==> config.mk <==
export PLATFORM = sky130hd
export DESIGN_NAME = regfile_sequencer_flat
export DESIGN_NICKNAME = d
export VERILOG_FILES = /design/src/rtl/regfile_seq_pkg.sv /design/src/rtl/regfile_seq_if.sv /design/src/rtl/regfile_seq_alu.sv /design/src/rtl/regfile_sequencer.sv /design/src/flat_wrapper.sv
export SDC_FILE = /design/constraint.sdc
export NUM_CORES = 1
export LEC_CHECK = 0
export CAP_MARGIN = 10
export CORE_MARGIN = 2
export CORE_UTILIZATION = 45
export DETAILED_ROUTE_END_ITERATION = 8
export PLACE_DENSITY_LB_ADDON = 0.2
export SLEW_MARGIN = 20
export SYNTH_ARGS = -nofsm -noshare
export SYNTH_HDL_FRONTEND = slang
export SYNTH_SLANG_ARGS = --single-unit
==> constraint.sdc <==
create_clock -name clk -period 5.6 [get_ports clk]
set_input_delay 1.12 -clock clk [delete_from_list [all_inputs] [get_ports clk]]
set_output_delay 1.12 -clock clk [all_outputs]
set_load 0.01 [all_outputs]
==> src/rtl/regfile_seq_pkg.sv <==
// Shared types and constants for the register-file sequencer.
// Instruction layout: [15:12] op, [11:8] rd, [7:4] ra, [3:0] rb.
package regfile_seq_pkg;

  localparam int unsigned PC_W_DEF  = 8;
  localparam int unsigned DATA_W    = 8;
  localparam int unsigned INSTR_W   = 16;
  localparam int unsigned REG_SEL_W = 4;
  localparam int unsigned OP_W      = 4;

  // Registers loaded from outside sources by the register file itself
  localparam logic [REG_SEL_W-1:0] REG_PIN = REG_SEL_W'(10);
  localparam logic [REG_SEL_W-1:0] REG_XH  = REG_SEL_W'(14);

  typedef enum logic [OP_W-1:0] {
    OP_NOP  = 4'h0,
    OP_LDI  = 4'h1,
    OP_MOV  = 4'h2,
    OP_ADD  = 4'h3,
    OP_SUB  = 4'h4,
    OP_AND  = 4'h5,
    OP_OR   = 4'h6,
    OP_XOR  = 4'h7,
    OP_JMP  = 4'h8,
    OP_JZ   = 4'h9,
    OP_HALT = 4'hF
  } op_e;

  typedef enum logic [2:0] {
    ST_FETCH = 3'd0,
    ST_EXEC  = 3'd1,
    ST_WB1   = 3'd2,
    ST_WB2   = 3'd3,
    ST_HALT  = 3'd4
  } state_e;

  typedef struct packed {
    op_e                  op;
    logic [REG_SEL_W-1:0] rd;
    logic [REG_SEL_W-1:0] ra;
    logic [REG_SEL_W-1:0] rb;
  } instr_t;

  // Opcodes that produce a register-file write
  function automatic logic op_writes(input op_e op);
    case (op)
      OP_LDI, OP_MOV, OP_ADD, OP_SUB, OP_AND, OP_OR, OP_XOR: return 1'b1;
      default:                                               return 1'b0;
    endcase
  endfunction

  // Only true ALU operations update the zero flag
  function automatic logic op_sets_z(input op_e op);
    case (op)
      OP_ADD, OP_SUB, OP_AND, OP_OR, OP_XOR: return 1'b1;
      default:                               return 1'b0;
    endcase
  endfunction

endpackage

==> src/rtl/regfile_seq_if.sv <==
// Instruction-memory handshake plus register-file port bundle.
// master = sequencer side, slave = memory / register-file side.
interface regfile_seq_if
  import regfile_seq_pkg::*;
#(
  parameter int unsigned PC_W = PC_W_DEF
);

  logic                 imem_req;
  logic [PC_W-1:0]      imem_addr;
  logic                 imem_valid;
  logic [INSTR_W-1:0]   imem_data;
  logic [REG_SEL_W-1:0] sba;
  logic [REG_SEL_W-1:0] sbb;
  logic [DATA_W-1:0]    out_a;
  logic [DATA_W-1:0]    out_b;
  logic [REG_SEL_W-1:0] srd;
  logic                 le;
  logic [DATA_W-1:0]    di;

  modport master (
    output imem_req, imem_addr, sba, sbb, srd, le, di,
    input  imem_valid, imem_data, out_a, out_b
  );

  modport slave (
    input  imem_req, imem_addr, sba, sbb, srd, le, di,
    output imem_valid, imem_data, out_a, out_b
  );

endinterface

==> src/rtl/regfile_seq_alu.sv <==
// Combinational 8-bit ALU for the sequencer: result plus zero detect.
// Arithmetic wraps modulo 256; carry/borrow are discarded.
module regfile_seq_alu
  import regfile_seq_pkg::*;
(
  input  op_e               op,
  input  logic [DATA_W-1:0] a,
  input  logic [DATA_W-1:0] b,
  input  logic [DATA_W-1:0] imm8,
  output logic [DATA_W-1:0] result,
  output logic              zero
);

  always_comb begin
    result = '0;
    case (op)
      OP_LDI:  result = imm8;
      OP_MOV:  result = a;
      OP_ADD:  result = a + b;
      OP_SUB:  result = a - b;
      OP_AND:  result = a & b;
      OP_OR:   result = a | b;
      OP_XOR:  result = a ^ b;
      default: result = '0;
    endcase
  end

  assign zero = (result == '0);

endmodule

==> src/rtl/regfile_sequencer.sv <==
// Fetch/decode/write-back sequencer driving the 16x8 register file.
// FETCH -> EXEC -> (WB1 -> WB2 ->) FETCH; HALT is left only through rst.
module regfile_sequencer
  import regfile_seq_pkg::*;
#(
  parameter int unsigned PC_W = PC_W_DEF
)(
  input  logic            clk,
  input  logic            rst,
  regfile_seq_if.master   bus,
  output logic [PC_W-1:0] pc,
  output logic            halted
);

  state_e               state_q, state_d;
  logic [PC_W-1:0]      pc_q, pc_d;
  instr_t               ir_q, ir_d;
  logic                 z_q, z_d;
  logic                 req_q, req_d;
  logic                 le_q, le_d;
  logic                 halted_q, halted_d;
  logic [REG_SEL_W-1:0] srd_q, srd_d;
  logic [DATA_W-1:0]    di_q, di_d;

  logic [DATA_W-1:0]    imm8;
  logic [DATA_W-1:0]    alu_result;
  logic                 alu_zero;

  assign imm8 = {ir_q.ra, ir_q.rb};

  regfile_seq_alu u_alu (
    .op     (ir_q.op),
    .a      (bus.out_a),
    .b      (bus.out_b),
    .imm8   (imm8),
    .result (alu_result),
    .zero   (alu_zero)
  );

  // Next-state and next-output logic
  always_comb begin
    state_d  = state_q;
    pc_d     = pc_q;
    ir_d     = ir_q;
    z_d      = z_q;
    le_d     = le_q;
    srd_d    = srd_q;
    di_d     = di_q;

    case (state_q)
      ST_FETCH: begin
        // Only a request we are actually driving can be answered
        if (req_q && bus.imem_valid) begin
          ir_d    = instr_t'(bus.imem_data);
          pc_d    = pc_q + PC_W'(1);
          state_d = ST_EXEC;
        end
      end
      ST_EXEC: begin
        if (op_writes(ir_q.op)) begin
          di_d    = alu_result;
          srd_d   = ir_q.rd;
          le_d    = 1'b1;
          state_d = ST_WB1;
          if (op_sets_z(ir_q.op)) begin
            z_d = alu_zero;
          end
        end else begin
          case (ir_q.op)
            OP_JMP:  pc_d = PC_W'(imm8);
            OP_JZ:   if (z_q) pc_d = PC_W'(imm8);
            default: ;
          endcase
          state_d = (ir_q.op == OP_HALT) ? ST_HALT : ST_FETCH;
        end
      end
      ST_WB1: begin
        le_d    = 1'b0;
        state_d = ST_WB2;
      end
      ST_WB2: begin
        state_d = ST_FETCH;
      end
      ST_HALT: begin
        state_d = ST_HALT;
      end
      default: begin
        state_d = ST_FETCH;
      end
    endcase

    req_d    = (state_d == ST_FETCH);
    halted_d = (state_d == ST_HALT);
  end

  // State and output registers
  always_ff @(posedge clk) begin
    if (rst) begin
      state_q  <= ST_FETCH;
      pc_q     <= '0;
      ir_q     <= '0;
      z_q      <= 1'b0;
      req_q    <= 1'b0;
      le_q     <= 1'b0;
      halted_q <= 1'b0;
      srd_q    <= '0;
      di_q     <= '0;
    end else begin
      state_q  <= state_d;
      pc_q     <= pc_d;
      ir_q     <= ir_d;
      z_q      <= z_d;
      req_q    <= req_d;
      le_q     <= le_d;
      halted_q <= halted_d;
      srd_q    <= srd_d;
      di_q     <= di_d;
    end
  end

  assign bus.imem_req  = req_q;
  assign bus.imem_addr = pc_q;
  assign bus.sba       = ir_q.ra;
  assign bus.sbb       = ir_q.rb;
  assign bus.srd       = srd_q;
  assign bus.le        = le_q;
  assign bus.di        = di_q;
  assign pc            = pc_q;
  assign halted        = halted_q;

endmodule

==> src/flat_wrapper.sv <==
// flat-port wrapper written by rule: the top's interface ports become plain ports
module regfile_sequencer_flat import regfile_seq_pkg::*;
#(
  parameter int unsigned PC_W = PC_W_DEF
)
  (clk, rst, pc, halted, bus_imem_req, bus_imem_addr, bus_sba, bus_sbb, bus_srd, bus_le, bus_di, bus_imem_valid, bus_imem_data, bus_out_a, bus_out_b);
  regfile_seq_if #(.PC_W(PC_W)) bus_i ();
  input  logic clk;
  input  logic rst;
  output logic [PC_W-1:0] pc;
  output logic halted;
  output wire logic [$bits(bus_i.imem_req)-1:0] bus_imem_req;
  output wire logic [$bits(bus_i.imem_addr)-1:0] bus_imem_addr;
  output wire logic [$bits(bus_i.sba)-1:0] bus_sba;
  output wire logic [$bits(bus_i.sbb)-1:0] bus_sbb;
  output wire logic [$bits(bus_i.srd)-1:0] bus_srd;
  output wire logic [$bits(bus_i.le)-1:0] bus_le;
  output wire logic [$bits(bus_i.di)-1:0] bus_di;
  input wire logic [$bits(bus_i.imem_valid)-1:0] bus_imem_valid;
  input wire logic [$bits(bus_i.imem_data)-1:0] bus_imem_data;
  input wire logic [$bits(bus_i.out_a)-1:0] bus_out_a;
  input wire logic [$bits(bus_i.out_b)-1:0] bus_out_b;
  assign bus_imem_req = bus_i.imem_req;
  assign bus_imem_addr = bus_i.imem_addr;
  assign bus_sba = bus_i.sba;
  assign bus_sbb = bus_i.sbb;
  assign bus_srd = bus_i.srd;
  assign bus_le = bus_i.le;
  assign bus_di = bus_i.di;
  assign bus_i.imem_valid = bus_imem_valid;
  assign bus_i.imem_data = bus_imem_data;
  assign bus_i.out_a = bus_out_a;
  assign bus_i.out_b = bus_out_b;
  regfile_sequencer #(.PC_W(PC_W)) u_core (.clk(clk), .rst(rst), .bus(bus_i), .pc(pc), .halted(halted));
endmodule
# == After elaboration in Yosys (flattened, before gate mapping) ==
# Index checks and enable logic that the tools add are counted.
# classes
n_addsub,3
n_mul,0
n_div,0
order_cmp,0
eq_ne,19
shift,0
mux,17
n_bitwise,3
reduce_logical,13
# ops
cell,n
one-hot mux 8 bit (7 select lines),1
one-hot mux 8 bit (2 select lines),2
two-way mux 8 bit,3
"== test 4 x 3 -> 1 bit, second input constant",4
"== test 4 bit, second input constant",3
one-hot mux 3 bit (4 select lines),1
two-way mux 3 bit,3
"adder 8 x 1 -> 8 bit, second input constant",1
adder 8 bit,1
bitwise AND 8 bit,1
"== test 4 x 2 -> 1 bit, second input constant",2
logical NOT 8 bit,1
OR 8 bit,1
subtractor 8 bit,1
XOR 8 bit,1
OR reduction 7 bit,1
"== test 3 bit, second input constant",2
logical NOT 3 bit,2
two-way mux 1 bit,6
"inequality test 3 x 2 -> 1 bit, second input constant",2
AND reduction 2 bit,3
AND reduction 5 bit,1
OR reduction 5 bit,1
"== test 4 x 1 -> 1 bit, second input constant",1
8 further kinds,10
# word_totals
register_bits,43
latch_bits,0
mem_bits_rw,0
romBits,0
out_inout_bits,39
wordCells,67
n_memories,0

# == Longest topological paths before layout ==
# Gate-level depths: netlist (run 1).
# depth
depth_word,7
depth_mapped,12

# == Modules after synthesis ==
# From an unflattened synthesis (run 1), not the netlist that was laid out.
# hier_totals
cells_unflattened,401
area_unflattened_um2,3169.3
# by_module_without_submodules
mod,instances,cells_per_inst,area_each_um2,seq_area_each_um2
regfile_sequencer,1,235,1900.6,860.8
regfile_seq_alu,1,166,1268.7,0.0

# == Worst setup path after synthesis (run 1) ==
# No wires, ideal clock.
# synth_path
kind,input -> register
from,input port bus_out_b[0]
to,register u_core.z_q
arrival_ps,3318
t_required_ps,5531
setup_slack_ps,2213
cell_stages,11
path_buffers,0
cell_sequence,inv_1 > ha_1 > mux2_2 > fa_1 > nand2b_1 > a21oi_1 > o22ai_1 > xor2_1 > o31ai_1 > or4_1 > o21ai_1
# synth_via
elab_chain_cells,3
elab_cells_between_ends,7
cone_classes,add/sub: 2; mux: 1; bitwise: 3; reduce/logical: 1
# synth_lines
item,line,rtl
start: declaration,flat_wrapper.sv:22,input wire logic [$bits(bus_i.out_b)-1:0] bus_out_b;
"subtractor 8 bit, or another cell as far along",regfile_seq_alu.sv:20,OP_SUB: result = a - b;
one-hot mux 8 bit (7 select lines) (*),regfile_seq_alu.sv:16,case (op)
logical NOT 8 bit (*),regfile_seq_alu.sv:28,assign zero = (result == '0);
end signal: assignment,regfile_sequencer.sv:112,z_q <= z_d;
end: declaration,regfile_sequencer.sv:18,"logic z_q, z_d;"
# Mark *: on every way between the ends. The rest lies on a longest branch, timed or not.
# A chain may end at the register's enable or synchronous reset.

# == Final worst setup path (run 1) ==
# Ends and elaborated chain as after synthesis.

==> impl_metrics.csv, run 1 <==
group,metric,value,unit
status,run_status,"completed",
power,power.leakage,1.38,nW
synth,ys.flop_type,"dfxtp_1",
layout,area_growth,24.6,%
layout,fin_util,58.2,%
layout,final_cell_count_no_fill,511,
drt,drtIter0Drc,201,
critical_path,worst_ep_arrival_time,4.10,ns
synth,synth_area,2980,sq um
power,seq_power_share,43.4,%
power,switchingPower,0.228,mW
critical_path,critPathCaptureType,"register",
drt,drt_first_pass_iters,5,
clock_network,clkSlewWorstSetupHoldPaths,0.09,ns
synth,synthCells,389,
drt,vias,2813,
power,p_comb_share,24.2,%
drt,antenna_left,0,
hold_path,hp-class,"reg2reg",
synth,async_flop_share,0,%
sta,finalSetupTns,0,ns
drt,routed_wl,7460,microns
grt,grt-ovfl-total,0,
synth,ys_seq_area_share,28.9,%
layout,post_route_cells_drive_above_1_share,5.53,%
clock_network,cts_resized,0,
clock_network,clockRootBuffer,"clkbuf_8",
clock_network,holdBufCountCts,0,
placement,dp_hpwl,5590,microns
drt,via_per_inst,5.50,
grt,grt_antenna_before_repair,0,
clock_network,post_cts_buffers,0,
placement,dpl.cell_count,503,
critical_path,critPathLaunchType,"input pin",
floorplan,die-area,7290,sq um
clock_network,clock_latency,0.30,ns
power,ir_drop,0.000145,V
sta,setup_violations,0,
critical_path,crit_fanout,4,
sta,fin_worst_skew,0.00557,ns
synth,synth_area_per_cell,7.66,sq um
sta,hold_viol,0,
floorplan,num_rows,29,
power,sw_frac_of_total,29.6,%
sta,max_freq,259,MHz
floorplan,die_x,85.4,microns
clock_network,cts_tree,"built",
run,cap_violations,0,
floorplan,die_height,85.4,microns
sta,report.final.slew_viol_count,0,
sta,slew-limit-headroom,31.9,%
drt,drc,0,
floorplan,io_pins,74,
placement,place_area,3600,sq um
sta,min_period_over_period,69.0,%
placement,numPortBuffers,73,
synth,yosysUniqueCellTypes,49,
clock_network,numCtsBuffers,5,
power,internal_power,0.542,mW
grt,grt_pass1_vias,2577,
clock_network,htreeDepth,2,
drt,avgRoutedWirePerCell,14.6,microns
clock_network,clock-sinks,43,
grt,grt_use_total,21.1,%
grt,grt_pass1_wl,12400,microns
critical_path,critical_path_class,"in2reg",
power,power_density,207,nW/um^2
sta,fin_crit,3.86,ns
synth,ys_ff_latch,43,
synth,syn_nets,450,
floorplan,initial_core_util,46.7,%
synth,synth_edf_count,0,
layout,antenna_cells,0,
grt,grt_max_degree,45,
critical_path,critPathRequiredTime,5.84,ns
placement,gp_congestion,0.870,
synth,yosysWarningCount,0,
sta,rsz0062_at_grt,"no",
power,p_clk_share,32.4,%
layout,stdcell_area,3710,sq um
clock_network,cts_max_path_buffers,2,
sta,worstMarginPinSlew,1.01,ns
layout,nets,494,
floorplan,coreArea,6390,sq um
==> power by group through the flow <==
stage / logic [mW] / clock network, mW / registers, mW
floorplan: 0.129 / 0 / 0.333
global placement: 0.183 / 0 / 0.341
detailed placement: 0.186 / 0 / 0.342
CTS: 0.187 / 0.254 / 0.334
global route: 0.209 / 0.268 / 0.337
finish: 0.186 / 0.250 / 0.334
==> routing by layer <==
layer | vias up | GRT usage, % | wire [microns]
li1 | 1425 | - | -
met1 | 1298 | 29.5 | 3560
met2 | 83 | 33.7 | 3410
met3 | 7 | 3.79 | 427
met4 | 0 | 5.05 | 63
met5 | - | 0 | 0
==> cell usage after synthesis (4+ instances only) <==
library cell	n	area, sq um
a211oi_1	5	37.5
a21oi_1	43	215
a22oi_1	5	37.5
a31oi_1	5	31.3
buf_4	20	150
clkbuf_1	16	60.1
dfxtp_1	43	861
ha_1	25	313
inv_1	18	67.6
mux2_2	4	45.0
mux2i_1	5	50.1
nand2_1	56	210
nand2b_1	5	31.3
nand3_1	9	45.0
nor2_1	36	135
nor2b_1	7	43.8
nor3_1	11	55.1
o21ai_0	15	75.1
o31ai_1	5	37.5
xnor2_1	8	70.1
==> layout by cell type, fill, tap and decap left out, types with 2 or more instances in the layout <==
cell and instances:
nor2b_1 7, o22ai_1 3, o211ai_1 2, and3_1 3, mux2_2 4, a21oi_1 43
a221oi_1 3, dfxtp_1 43, xnor2_1 8, nand3_1 9, clkbuf_8 5, a221o_1 3
and2_1 2, nor3_1 11, o32a_1 2, clkdlybuf4s50_1 73, inv_1 18, a211oi_1 5
nand2_1 56, nor2_1 36, or2_2 3, buf_4 2, a22oi_1 5, a31oi_1 5
xor2_1 3, mux2i_1 5, nor3b_1 3, o31ai_1 5, o221ai_1 3, nand2b_1 5
o21ai_0 15, ha_1 25
==> layout make-up <==
cell class	count	area (sq um)
sequential	43	861
inverter	19	71.3
multi-input combinational	289	1820
clock inverter	3	47.5
tap	77	96.3
clock buffer	5	68.8
timing repair buffer	75	746
fill	615	2670
==> path summary, 6_finish.rpt <==
check                                         end  depth (start not counted)  slack, ns       startpoint
worst max register to register         u_core.z_q                         10       1.74  u_core.ir_q[14]
worst min-delay path            u_core.bus.srd[3]                          2       0.46  u_core.ir_q[11]
worst min register to register  u_core.bus.srd[3]                          2       0.46  u_core.ir_q[11]
worst max-delay path                   u_core.z_q                         12       1.74     bus_out_b[0]
==> logic make-up after synthesis <==
family | count (synthesis) | synth area share [%]
AOI/OAI and AO/OA | 99 | 20.5
adders and majority gates | 26 | 11.2
muxes | 10 | 3.65
buffers and inverters | 57 | 9.95
DFF | 43 | 28.9
xor gates and xnor gates | 11 | 3.23
and+or+nand+nor | 143 | 22.6
==> state kept, by name (all words and copies together) (netlist names), 3 cells and up <==
| name | count |
|---|---|
| u_core.bus.di | 8 |
| u_core.bus.imem_addr | 8 |
| u_core.ir_q | 8 |
| u_core.bus.sba | 4 |
| u_core.bus.sbb | 4 |
| u_core.bus.srd | 4 |
| u_core.state_q | 3 |
==> critical path, stage by stage <==
cell,delay [ns]
clkdlybuf4s50_1,0.53
inv_1,0.09
ha_1,0.29
mux2_2,0.28
fa_1,0.43
nand2b_1,0.18
a21oi_1,0.20
o22ai_1,0.14
xor2_1,0.15
o31ai_1,0.09
or4_1,0.49
o21ai_1,0.12
==> per-stage QoR <==
step	setup WS (ns)	hold WS [ns]	power, mW
5_1_grt	1.45	0.477	0.814
2_1_floorplan	2.21	0.432	0.461
6_report	1.74	0.456	0.770
3_5_place_dp	1.43	0.447	0.527
3_3_place_gp	1.52	0.436	0.524
4_1_cts	1.74	0.459	0.775
(Power assumes the default switching activity.)
==> run 2, diff against run 1 <==
- clock period: 5.6 -> 3.6 ns (I/O delays scaled with it)
==> run 2 against run 1 <==
- die area is the same
- via count rose by 1.2%
- global-route usage is 0.28 points higher
- core utilization increased by 1.2 points
- worst hold slack about the same
- highest routed layer unchanged
==> impl_metrics.csv, run 2 (synthesis gave the netlist of run 1 again) <==
group,metric,value,unit
clock_network,cts_max_path_buffers,2,
sta,min_period_over_period,93.7,%
drt,routed_wl,7470,microns
status,run_status,"completed",
layout,antenna_cells,0,
sta,fin_crit,3.37,ns
power,ir_drop,0.000231,V
placement,dp_hpwl,5670,microns
critical_path,critPathMaxStageDelay,0.48,ns
critical_path,reg2reg_slack,0.68,ns
placement,numPortBuffers,73,
power,sw_frac_of_total,29.6,%
floorplan,initial_core_util,46.7,%
clock_network,clkSlewWorstSetupHoldPaths,0.09,ns
drt,avgRoutedWirePerCell,14.3,microns
sta,rsz0062_at_grt,"no",
clock_network,clockRootBuffer,"clkbuf_8",
power,seq_power_share,42.2,%
sta,max_freq,297,MHz
layout,post_route_cells_drive_above_1_share,7.66,%
layout,nets,504,
critical_path,critPathRequiredTime,3.85,ns
grt,grt_use_total,21.4,%
sta,hold_viol,0,
power,power_density,318,nW/um^2
critical_path,slowest_stage,"clkdlybuf4s50_1",
layout,area_growth,27.1,%
floorplan,num_rows,29,
clock_network,cts_resized,0,
clock_network,holdBufCountCts,0,
sta,finalSetupTns,0,ns
sta,worstMarginPinSlew,1.03,ns
grt,grt_pass1_vias,2584,
sta,fin_worst_skew,0.00389,ns
critical_path,worst_ep_arrival_time,3.62,ns
power,switchingPower,0.357,mW
hold_path,hp-class,"reg2reg",
clock_network,post_cts_buffers,0,
sta,setup_slack,0.228,ns
floorplan,die-area,7290,sq um
power,power.leakage,1.42,nW
critical_path,critical_path_class,"in2reg",
sta,slew-limit-headroom,30.5,%
clock_network,clock_latency,0.31,ns
floorplan,io_pins,74,
clock_network,cts_tree,"built",
floorplan,coreArea,6390,sq um
floorplan,die_x,85.4,microns
sta,setup_violations,0,
grt,grt_max_degree,44,
drt,drtIter0Drc,165,
power,p_clk_share,32.4,%
power,internal_power,0.849,mW
sta,report.final.slew_viol_count,0,
layout,layout_common_cells,"73 x clkdlybuf4s50_1, 56 x nand2_1, 43 x a21oi_1, 43 x dfxtp_1, 36 x nor2_1",
layout,fin_util,59.3,%
clock_network,clock-sinks,43,
layout,final_common_cell,"clkdlybuf4s50_1",
power,p_comb_share,25.5,%
grt,grt_pass1_wl,12600,microns
drt,antenna_left,0,
critical_path,critPathCaptureType,"register",
placement,gp_congestion,0.879,
drt,via_per_inst,5.46,
placement,place_ws,-0.0767,ns
grt,grt_antenna_before_repair,0,
drt,drc,0,
clock_network,htreeDepth,2,
critical_path,critPathLaunchType,"input pin",
power,power,1.21,mW
clock_network,numCtsBuffers,5,
drt,drt_first_pass_iters,4,
critical_path,crit_chain,"clkdlybuf4s50_1, inv_1, ha_1, mux2_2, fa_1, nand2b_1, a21oi_1, o22ai_1, xor2_1, o31ai_1, or4_1, o21ai_1",
floorplan,die_height,85.4,microns
drt,vias,2847,
critical_path,crit_fanout,2,
grt,grt-ovfl-total,0,
run,cap_violations,0,
==> run 2: cell types whose count changed in the layout (fill, tap and decap cells not counted), sizes merged <==
cell,previous run,this run
buf,2,12
clkinv,1,0
clkinvlp,0,1
==> run 2: power groups by stage <==
| stage | Clock (mW) | Combinational [mW] | Sequential, mW |
|---|---|---|---|
| after floorplan | 0 | 0.200 | 0.517 |
| after global placement | 0 | 0.303 | 0.519 |
| after detailed placement | 0 | 0.307 | 0.520 |
| after CTS | 0.395 | 0.308 | 0.509 |
| after global routing | 0.417 | 0.347 | 0.511 |
| final | 0.391 | 0.307 | 0.509 |
==> run 2: final timing paths <==
path	start	endpoint	cells after the start
worst min-delay path	u_core.ir_q[9]	u_core.bus.srd[1]	2
worst max-delay path	bus_out_b[0]	u_core.z_q	12
worst min register to register	u_core.ir_q[9]	u_core.bus.srd[1]	2
worst max register to register	u_core.ir_q[15]	u_core.z_q	10
==> run 2: per-layer routing <==
layer / wire (microns) / vias up / share of wire (%) / GRT usage [%]
met4: 75 / 0 / 1.0 / 4.76
met5: 0 / - / 0 / 0
met1: 3470 / 1312 / 47 / 30.1
met2: 3520 / 77 / 47 / 34.4
met3: 393 / 7 / 5.3 / 3.31
li1: - / 1451 / - / -
==> run 2: cell type report <==
cell class	instances	area [sq um]
sequential	43	861
multi-input combinational	289	1820
fill	600	2600
clock inverter	3	46.3
tap	77	96.3
timing repair buffer	85	821
clock buffer	5	68.8
inverter	19	71.3
==> run 2: worst max-delay path, delay by kind of cell <==
kind                       cells  cell delay, ns
adders and majority gates      2            0.72
xor gates and xnor gates       1            0.15
and+or+nand+nor                2            0.66
buffers and inverters          2            0.54
AOI/OAI and AO/OA              4            0.54
muxes                          1            0.29
==> run 2: per-stage QoR <==
stage	instance area [sq um]	hold WS (ns)	cells
finish	3790	0.456	521
floorplan	2980	0.432	389
global route	3790	0.480	521
CTS	3790	0.450	521
detailed placement	3670	0.445	513
global placement	3670	0.436	513
